==> config.mk <==
export PLATFORM = sky130hd
export DESIGN_NAME = uart_word_tx
export DESIGN_NICKNAME = d
export VERILOG_FILES = /design/src/rtl/uart_word_tx.sv
export SDC_FILE = /design/constraint.sdc
export NUM_CORES = 1
export LEC_CHECK = 0
export CELL_PAD_IN_SITES_DETAIL_PLACEMENT = 1
export CELL_PAD_IN_SITES_GLOBAL_PLACEMENT = 2
export CORE_UTILIZATION = 35
export DETAILED_ROUTE_END_ITERATION = 10
export PLACE_DENSITY_LB_ADDON = 0.1
export SKIP_LAST_GASP = 1
export SYNTH_ARGS = -nofsm -noshare
export SYNTH_HDL_FRONTEND = slang
export SYNTH_SLANG_ARGS = --single-unit
==> constraint.sdc <==
create_clock -name clk -period 2.1 [get_ports clk]
set_input_delay 0.21 -clock clk [delete_from_list [all_inputs] [get_ports clk]]
set_output_delay 0.21 -clock clk [all_outputs]
set_load 0.005 [all_outputs]
==> src/rtl/uart_word_tx.sv <==
// uart_word_tx: frames a WIDTH-bit status word into bytes for a uart_tx byte transmitter.
// A frame is sent whenever the word differs from the last completed frame, or on a
// force_send pulse while idle. Changes arriving mid-frame are coalesced: only the latest
// value is sent afterwards, and a second superseded change raises the sticky overrun flag.
// The resend request is called force_send because "force" is a reserved word.
module uart_word_tx #(
  parameter int unsigned WIDTH       = 10,
  parameter int unsigned HEADER_EN   = 0,
  parameter logic [7:0]  HEADER      = 8'hA5,
  parameter int unsigned ACK_TIMEOUT = 4
) (
  input  logic             clk,
  input  logic             rst,
  input  logic [WIDTH-1:0] value,
  input  logic             force_send,
  input  logic             tx_busy,
  output logic             tx_start,
  output logic [7:0]       tx_data,
  output logic             busy,
  output logic             overrun
);

  localparam int unsigned NBYTES    = (WIDTH + 7) / 8;
  localparam int unsigned FRAME_LEN = NBYTES + HEADER_EN;
  localparam int unsigned PADW      = NBYTES * 8;
  localparam logic [2:0]  LAST_IDX  = 3'(FRAME_LEN - 1);
  localparam logic [2:0]  HDR_OFS   = 3'(HEADER_EN);
  localparam logic [7:0]  TO_LAST   = 8'(ACK_TIMEOUT - 1);

  typedef enum logic [1:0] {StIdle, StStart, StAck, StDrain} state_e;

  state_e           state_q, state_d;
  logic [WIDTH-1:0] snap_q, snap_d;
  logic [WIDTH-1:0] last_sent_q, last_sent_d;
  logic [WIDTH-1:0] value_q;
  logic             chg_pend_q, chg_pend_d;
  logic [2:0]       idx_q, idx_d;
  logic [7:0]       to_cnt_q, to_cnt_d;
  logic             tx_start_q, tx_start_d;
  logic [7:0]       tx_data_q, tx_data_d;
  logic             overrun_q, overrun_d;

  logic [PADW-1:0]  padded;
  logic [2:0]       data_idx;
  logic [7:0]       cur_byte;

  // Select the byte for the current index: optional header, then zero-padded word MSB first.
  always_comb begin
    padded   = PADW'(snap_q);
    data_idx = idx_q - HDR_OFS;
    cur_byte = 8'h00;
    for (int unsigned b = 0; b < NBYTES; b++) begin
      if (data_idx == 3'(NBYTES - 1 - b)) begin
        cur_byte = padded[b*8 +: 8];
      end
    end
    if (HEADER_EN != 0 && idx_q == 3'd0) begin
      cur_byte = HEADER;
    end
  end

  // Next-state logic for the framer FSM, the change coalescing and the registered outputs.
  always_comb begin
    state_d     = state_q;
    snap_d      = snap_q;
    last_sent_d = last_sent_q;
    chg_pend_d  = chg_pend_q;
    idx_d       = idx_q;
    to_cnt_d    = to_cnt_q;
    tx_start_d  = 1'b0;
    tx_data_d   = tx_data_q;
    overrun_d   = overrun_q;

    // The retrigger on return to idle sends the newest value; a second change lost one.
    if (state_q != StIdle && value != value_q) begin
      if (chg_pend_q) begin
        overrun_d = 1'b1;
      end
      chg_pend_d = 1'b1;
    end

    unique case (state_q)
      StIdle: begin
        if (value != last_sent_q || force_send) begin
          snap_d     = value;
          idx_d      = 3'd0;
          chg_pend_d = 1'b0;
          state_d    = StStart;
        end
      end
      StStart: begin
        if (!tx_busy) begin
          tx_start_d = 1'b1;
          tx_data_d  = cur_byte;
          to_cnt_d   = 8'd0;
          state_d    = StAck;
        end
      end
      StAck: begin
        // A transmitter that never shows busy is treated as having accepted the byte.
        if (tx_busy || to_cnt_q == TO_LAST) begin
          state_d = StDrain;
        end else begin
          to_cnt_d = to_cnt_q + 8'd1;
        end
      end
      StDrain: begin
        if (!tx_busy) begin
          if (idx_q == LAST_IDX) begin
            last_sent_d = snap_q;
            state_d     = StIdle;
          end else begin
            idx_d   = idx_q + 3'd1;
            state_d = StStart;
          end
        end
      end
      default: state_d = StIdle;
    endcase
  end

  // State and datapath registers with synchronous reset.
  always_ff @(posedge clk) begin
    if (rst) begin
      state_q     <= StIdle;
      snap_q      <= '0;
      last_sent_q <= '0;
      value_q     <= '0;
      chg_pend_q  <= 1'b0;
      idx_q       <= 3'd0;
      to_cnt_q    <= 8'd0;
      tx_start_q  <= 1'b0;
      tx_data_q   <= 8'h00;
      overrun_q   <= 1'b0;
    end else begin
      state_q     <= state_d;
      snap_q      <= snap_d;
      last_sent_q <= last_sent_d;
      value_q     <= value;
      chg_pend_q  <= chg_pend_d;
      idx_q       <= idx_d;
      to_cnt_q    <= to_cnt_d;
      tx_start_q  <= tx_start_d;
      tx_data_q   <= tx_data_d;
      overrun_q   <= overrun_d;
    end
  end

  assign tx_start = tx_start_q;
  assign tx_data  = tx_data_q;
  assign busy     = (state_q != StIdle);
  assign overrun  = overrun_q;

endmodule

== Word-level counts from Yosys, hierarchy flattened ==
Index checks and enable logic that the tools add are counted.

* Shift operators: 0
* Divide/modulo/power cells: 0
* Muxes and demuxes: 19
* $add $sub $neg: 2
* Equality and inequality tests: 13
* Multiply operators: 0
* Reductions and logical operators: 16
* Bitwise logic cells: 2
* Magnitude comparators: 0

{| class="wikitable"
|+ Operator list
! operator !! count
|-
| $mux 8 || 4
|-
| $ne 10x10->1 || 2
|-
| $pmux 8 s2 || 1
|-
| $ne 2x2->1 const B || 6
|-
| $mux 3 || 3
|-
| $add 8x1->8 const B || 1
|-
| $eq 8x2->1 const B || 1
|-
| $mux 2 || 4
|-
| $pmux 2 s4 || 1
|-
| $reduce_and 4->1 || 2
|-
| $pmux 3 s2 || 1
|-
| $reduce_and 2->1 || 3
|-
| $reduce_and 3->1 || 2
|-
| $reduce_bool 2->1 || 3
|-
| $mux 1 || 5
|-
| $eq 2x2->1 const B || 2
|-
| $add 3x1->3 const B || 1
|-
| $eq 3x1->1 const B || 1
|-
| $logic_not 3->1 || 1
|-
| $eq 2x1->1 const B || 1
|-
| $logic_not 2->1 || 1
|-
| $logic_or 1x1->1 || 2
|-
| $not 1->1 || 2
|-
| $reduce_or 2->1 || 1
|-
| $logic_and 1x1->1 || 1
|}

* Bits of input ports: 14
* Register bits: 54
* Latch bits: 0
* Bits in read-only memories: 0
* Bits in writable memories: 0
* Memories: 0

== Longest topological paths before layout ==
* Word-level depth: 5
* Gate-level depth with buffers: 7
* Gate-level depth less buffers: 7

== Least setup slack after synthesis ==
Ideal clock, no wire load.

* Path type: register to register
* Start point: reg to_cnt_q[0]
* End point: reg state_q[0]
* Data required time: 2013 ps
* Setup time: 87 ps
* Buffers on the path: 0
* Cell stages (with the launch flop): 7
* Path slack: 365 ps
* Arrival: 1648 ps
* Cells stage by stage: dfxtp_1 > ha_1 > nor4b_2 > a21oi_1 > nand2b_1 > or4_1 > o31ai_1

* Longest elaborated chain between the ends: 4

{| class="wikitable"
|+ Ends and longest elaborated chain
! element !! RTL line !! source
|-
| start, declared || 38 || <nowiki>logic [7:0] to_cnt_q, to_cnt_d;</nowiki>
|-
| start signal, assigned || 142 || <nowiki>to_cnt_q <= to_cnt_d;</nowiki>
|-
| $eq 8x2->1 || 101 || <nowiki>if (tx_busy || to_cnt_q == TO_LAST) begin</nowiki>
|-
| $logic_or 1x1->1 || 101 ||
|-
| $ne 2x2->1 (no source line) || - ||
|-
| $reduce_and 4->1 (no source line) || - ||
|-
| end signal, assigned || 125 || <nowiki>state_q <= StIdle;</nowiki>
|-
| end signal, assigned || 136 || <nowiki>state_q <= state_d;</nowiki>
|-
| end, declared || 32 || <nowiki>state_e state_q, state_d;</nowiki>
|}

No other way between the ends.
A chain may end at the register's enable or synchronous reset.

== Final worst setup path ==
* Start point: reg state_q[0]
* End point: out busy

* Longest elaborated chain between the ends: 1

{| class="wikitable"
|+ Ends and longest elaborated chain
! element !! RTL line !! source
|-
| $reduce_bool 2->1 || 151 || <nowiki>assign busy = (state_q != StIdle);</nowiki>
|-
| end, declared || 19 || <nowiki>output logic busy,</nowiki>
|}

No other way between the ends.

==> impl_metrics.csv <==
group,metric,value,unit
finish,fillerInstances,758,
synth,yosys.area.top_type,"dfxtp_1",
clocking,cts_resized,0,
worst_setup_path,crit_end,"busy",
global_route,grt_max_degree,36,
floorplan,start_util,0.369,
timing,period_minus_slack,1970,ps
outcome,outcome,"complete, no violations",
finish,final_nets,327,
worst_setup_path,reg2reg_slack,230,ps
timing,period_share,0.938,
clocking,root_buffer,"clkbuf_8",
synth,ys_async_sr_fraction,0,
placement,dp_slack,-66.8,ps
finish,area_delta_synth_final,22.5,%
route,drc,0,
clocking,path_clk_slew,90,ps
worst_setup_path,r2r_start,"to_cnt_q[0]",
floorplan,core-area,6490,um2
timing,fmax,507,MHz
synth,ys.warnings.count,0,
global_route,grt_use_total,0.168,
clocking,cts_tree,"built",
floorplan,rows,29,
worst_setup_path,cp.arrival,1760,ps
route,routed_wl,5540,um
timing,finalWorstSetupSlack,129,ps
global_route,gr-total-overflow,0,
synth,synth_top_flop_cell,"dfxtp_1",
timing,setup-tns-final,0,ps
clocking,cts-buffers-inserted,5,
finish,multiInputGateArea,1240,um2
finish,stdcell_count,382,
worst_setup_path,r2r-end,"state_q[0]",
route,initialDrtViolationCount,57,
worst_setup_path,startpoint,"state_q[0]",
worst_setup_path,crit_fanout,5,
synth,netlist_area,2400,um2
timing,slew_headroom,0.669,
worst_setup_path,critPathLaunchType,"register",
timing,worst_pin_slew,495,ps
power_and_ir_drop,power.total,2550,uW
synth,syn_area_per_cell,9.26,um2
timing,rsz0062_at_grt,"false",
synth,ys_types,42,
clocking,cts_hold_buf,0,
timing,hold_ws,275,ps
route,ant_nets,0,
finish,diodes,0,
route,routedWlPerCell,14.5,um
clocking,cts_max_level,2,
job,max-cap-violations,0,
global_route,antenna_found_initial,0,
clocking,clk_latency,310,ps
floorplan,die_w,84.8,um
worst_hold_path,hold_class,"primary input to register",
worst_setup_path,critPathCaptureType,"primary output",
floorplan,dieArea,7190,um2
placement,dp_cells,375,
global_route,grt_pass1_wl,9430,um
clocking,post-cts-setup-buffers,0,
route,first_pass_iters,6,
power_and_ir_drop,p_per_area,866,nW/um2
timing,maxSlewViolCount,0,
clocking,clock_path_buffers,2,
timing,setup_viol_count_final,0,
floorplan,ioPinCount,25,
route,viasPerCell,4.92,
worst_setup_path,rr_worst_depth,6,
power_and_ir_drop,power.leakage,0.00113,uW
global_route,grt_pass1_vias,1925,
clocking,clock_sinks,54,
finish,drive_gt1_frac,0.138,
synth,yosysSeqAreaShare,0.451,
synth,synth_top_area_share,0.451,
synth,syn_inst,259,
synth,synth_area_leaders,"dfxtp_1 (45%), xor2_1 (5.5%), nand2_1 (4.9%)",
placement,place_congestion,0.730,
synth,synth_nets,281,
timing,hold_viol,0,
route,vias,1880,
worst_setup_path,path_class,"register to primary output",
finish,register_area,1080,um2
synth,ys_ff_latch,54,
power_and_ir_drop,worst_ir_drop_vdd,0.000321,V
worst_setup_path,cp_data_required_time,1890,ps
placement,port_buffers,24,
timing,fin_skew,3.75,ps
placement,place_hpwl,3960,um
synth,synth_edf_count,0,
floorplan,fp.dieH,84.8,um
==> metrics by stage <==
step | area, um2 | utilization
finish | 2940 | 0.452
global route | 2940 | 0.452
CTS | 2940 | 0.452
detailed placement | 2860 | 0.440
global placement | 2860 | 0.440
floorplan | 2400 | -
==> power breakdown <==
group | switching [uW] | internal (uW) | leakage, uW | total (uW)
clock | 340 | 230 | 0.0000373 | 569
combinational | 405 | 380 | 0.000648 | 785
sequential | 71.8 | 1120 | 0.000441 | 1190
total | 816 | 1730 | 0.00113 | 2550
==> state kept, by name, indices dropped and copies added, names as in the netlist <==
name / count
chg_pend_q: 1
tx_start: 1
to_cnt_q: 8
overrun: 1
idx_q: 3
last_sent_q: 10
tx_data: 8
snap_q: 10
value_q: 10
state_q: 2
==> placed cells by master (no fill, tap or decap), drive strengths merged, types with 10 or more instances in the layout <==
cell type	n
a21oi	15
buf	25
clkdlybuf4s50	23
dfxtp	54
mux2i	10
nand2	31
nor2	32
nor2b	10
xnor2	11
xor2	15
==> layer usage <==
layer | up-vias | share of wire | global-route usage
met5 | - | 0 | 0
met4 | 0 | 0.011 | 0.0555
met3 | 5 | 0.020 | 0.0324
met2 | 20 | 0.44 | 0.263
met1 | 894 | 0.53 | 0.234
li1 | 961 | - | -
==> worst max-delay path: stages, from the launching register on <==
cell             delay, ps
dfxtp_1                390
inv_1                  110
ha_1                   220
inv_1                  170
clkdlybuf4s50_1        550
==> worst min-delay path by stage <==
stage | slack (ps) | end | start | cells after the start
floorplan | 340 | value_q[0] | value[0] | 1
global placement | 460 | last_sent_q[7] | last_sent_q[7] | 2
detailed placement | 460 | last_sent_q[0] | last_sent_q[0] | 2
CTS | 270 | tx_data[1] | rst | 2
global route | 310 | tx_data[1] | rst | 2
finish | 280 | tx_data[1] | rst | 2
==> cell type report <==
| cell class | count | share of cell area |
|---|---|---|
| Clock inverter | 1 | 0.00256 |
| Timing Repair Buffer | 48 | 0.141 |
| Clock buffer | 6 | 0.0247 |
| Multi-Input combinational cell | 190 | 0.423 |
| Sequential cell | 54 | 0.368 |
| Inverter | 6 | 0.00767 |
| Tap cell | 77 | 0.0328 |
==> Yosys cell counts (5+ instances only) <==
| library cell | instances |
|---|---|
| xor2_1 | 15 |
| a21oi_1 | 15 |
| ha_1 | 8 |
| xnor2_1 | 11 |
| inv_1 | 6 |
| dfxtp_1 | 54 |
| nor2b_1 | 9 |
| a22oi_1 | 8 |
| mux2i_1 | 10 |
| nor2_1 | 31 |
| clkbuf_1 | 5 |
| nand3_1 | 5 |
| nand2_1 | 31 |
| nand2b_1 | 6 |
==> cells by family (layout without fill, tap and decap cells) <==
group / Yosys count / after routing / share of synthesized area
DFF: 54 / 54 / 0.451
buffers and inverters: 15 / 61 / 0.0313
adders and majority gates: 8 / 8 / 0.0417
xor gates and xnor gates: 26 / 26 / 0.0949
AOI/OAI and AO/OA: 40 / 40 / 0.112
muxes: 10 / 10 / 0.0417
and+or+nand+nor: 106 / 106 / 0.228
(Power assumes the default switching activity.)
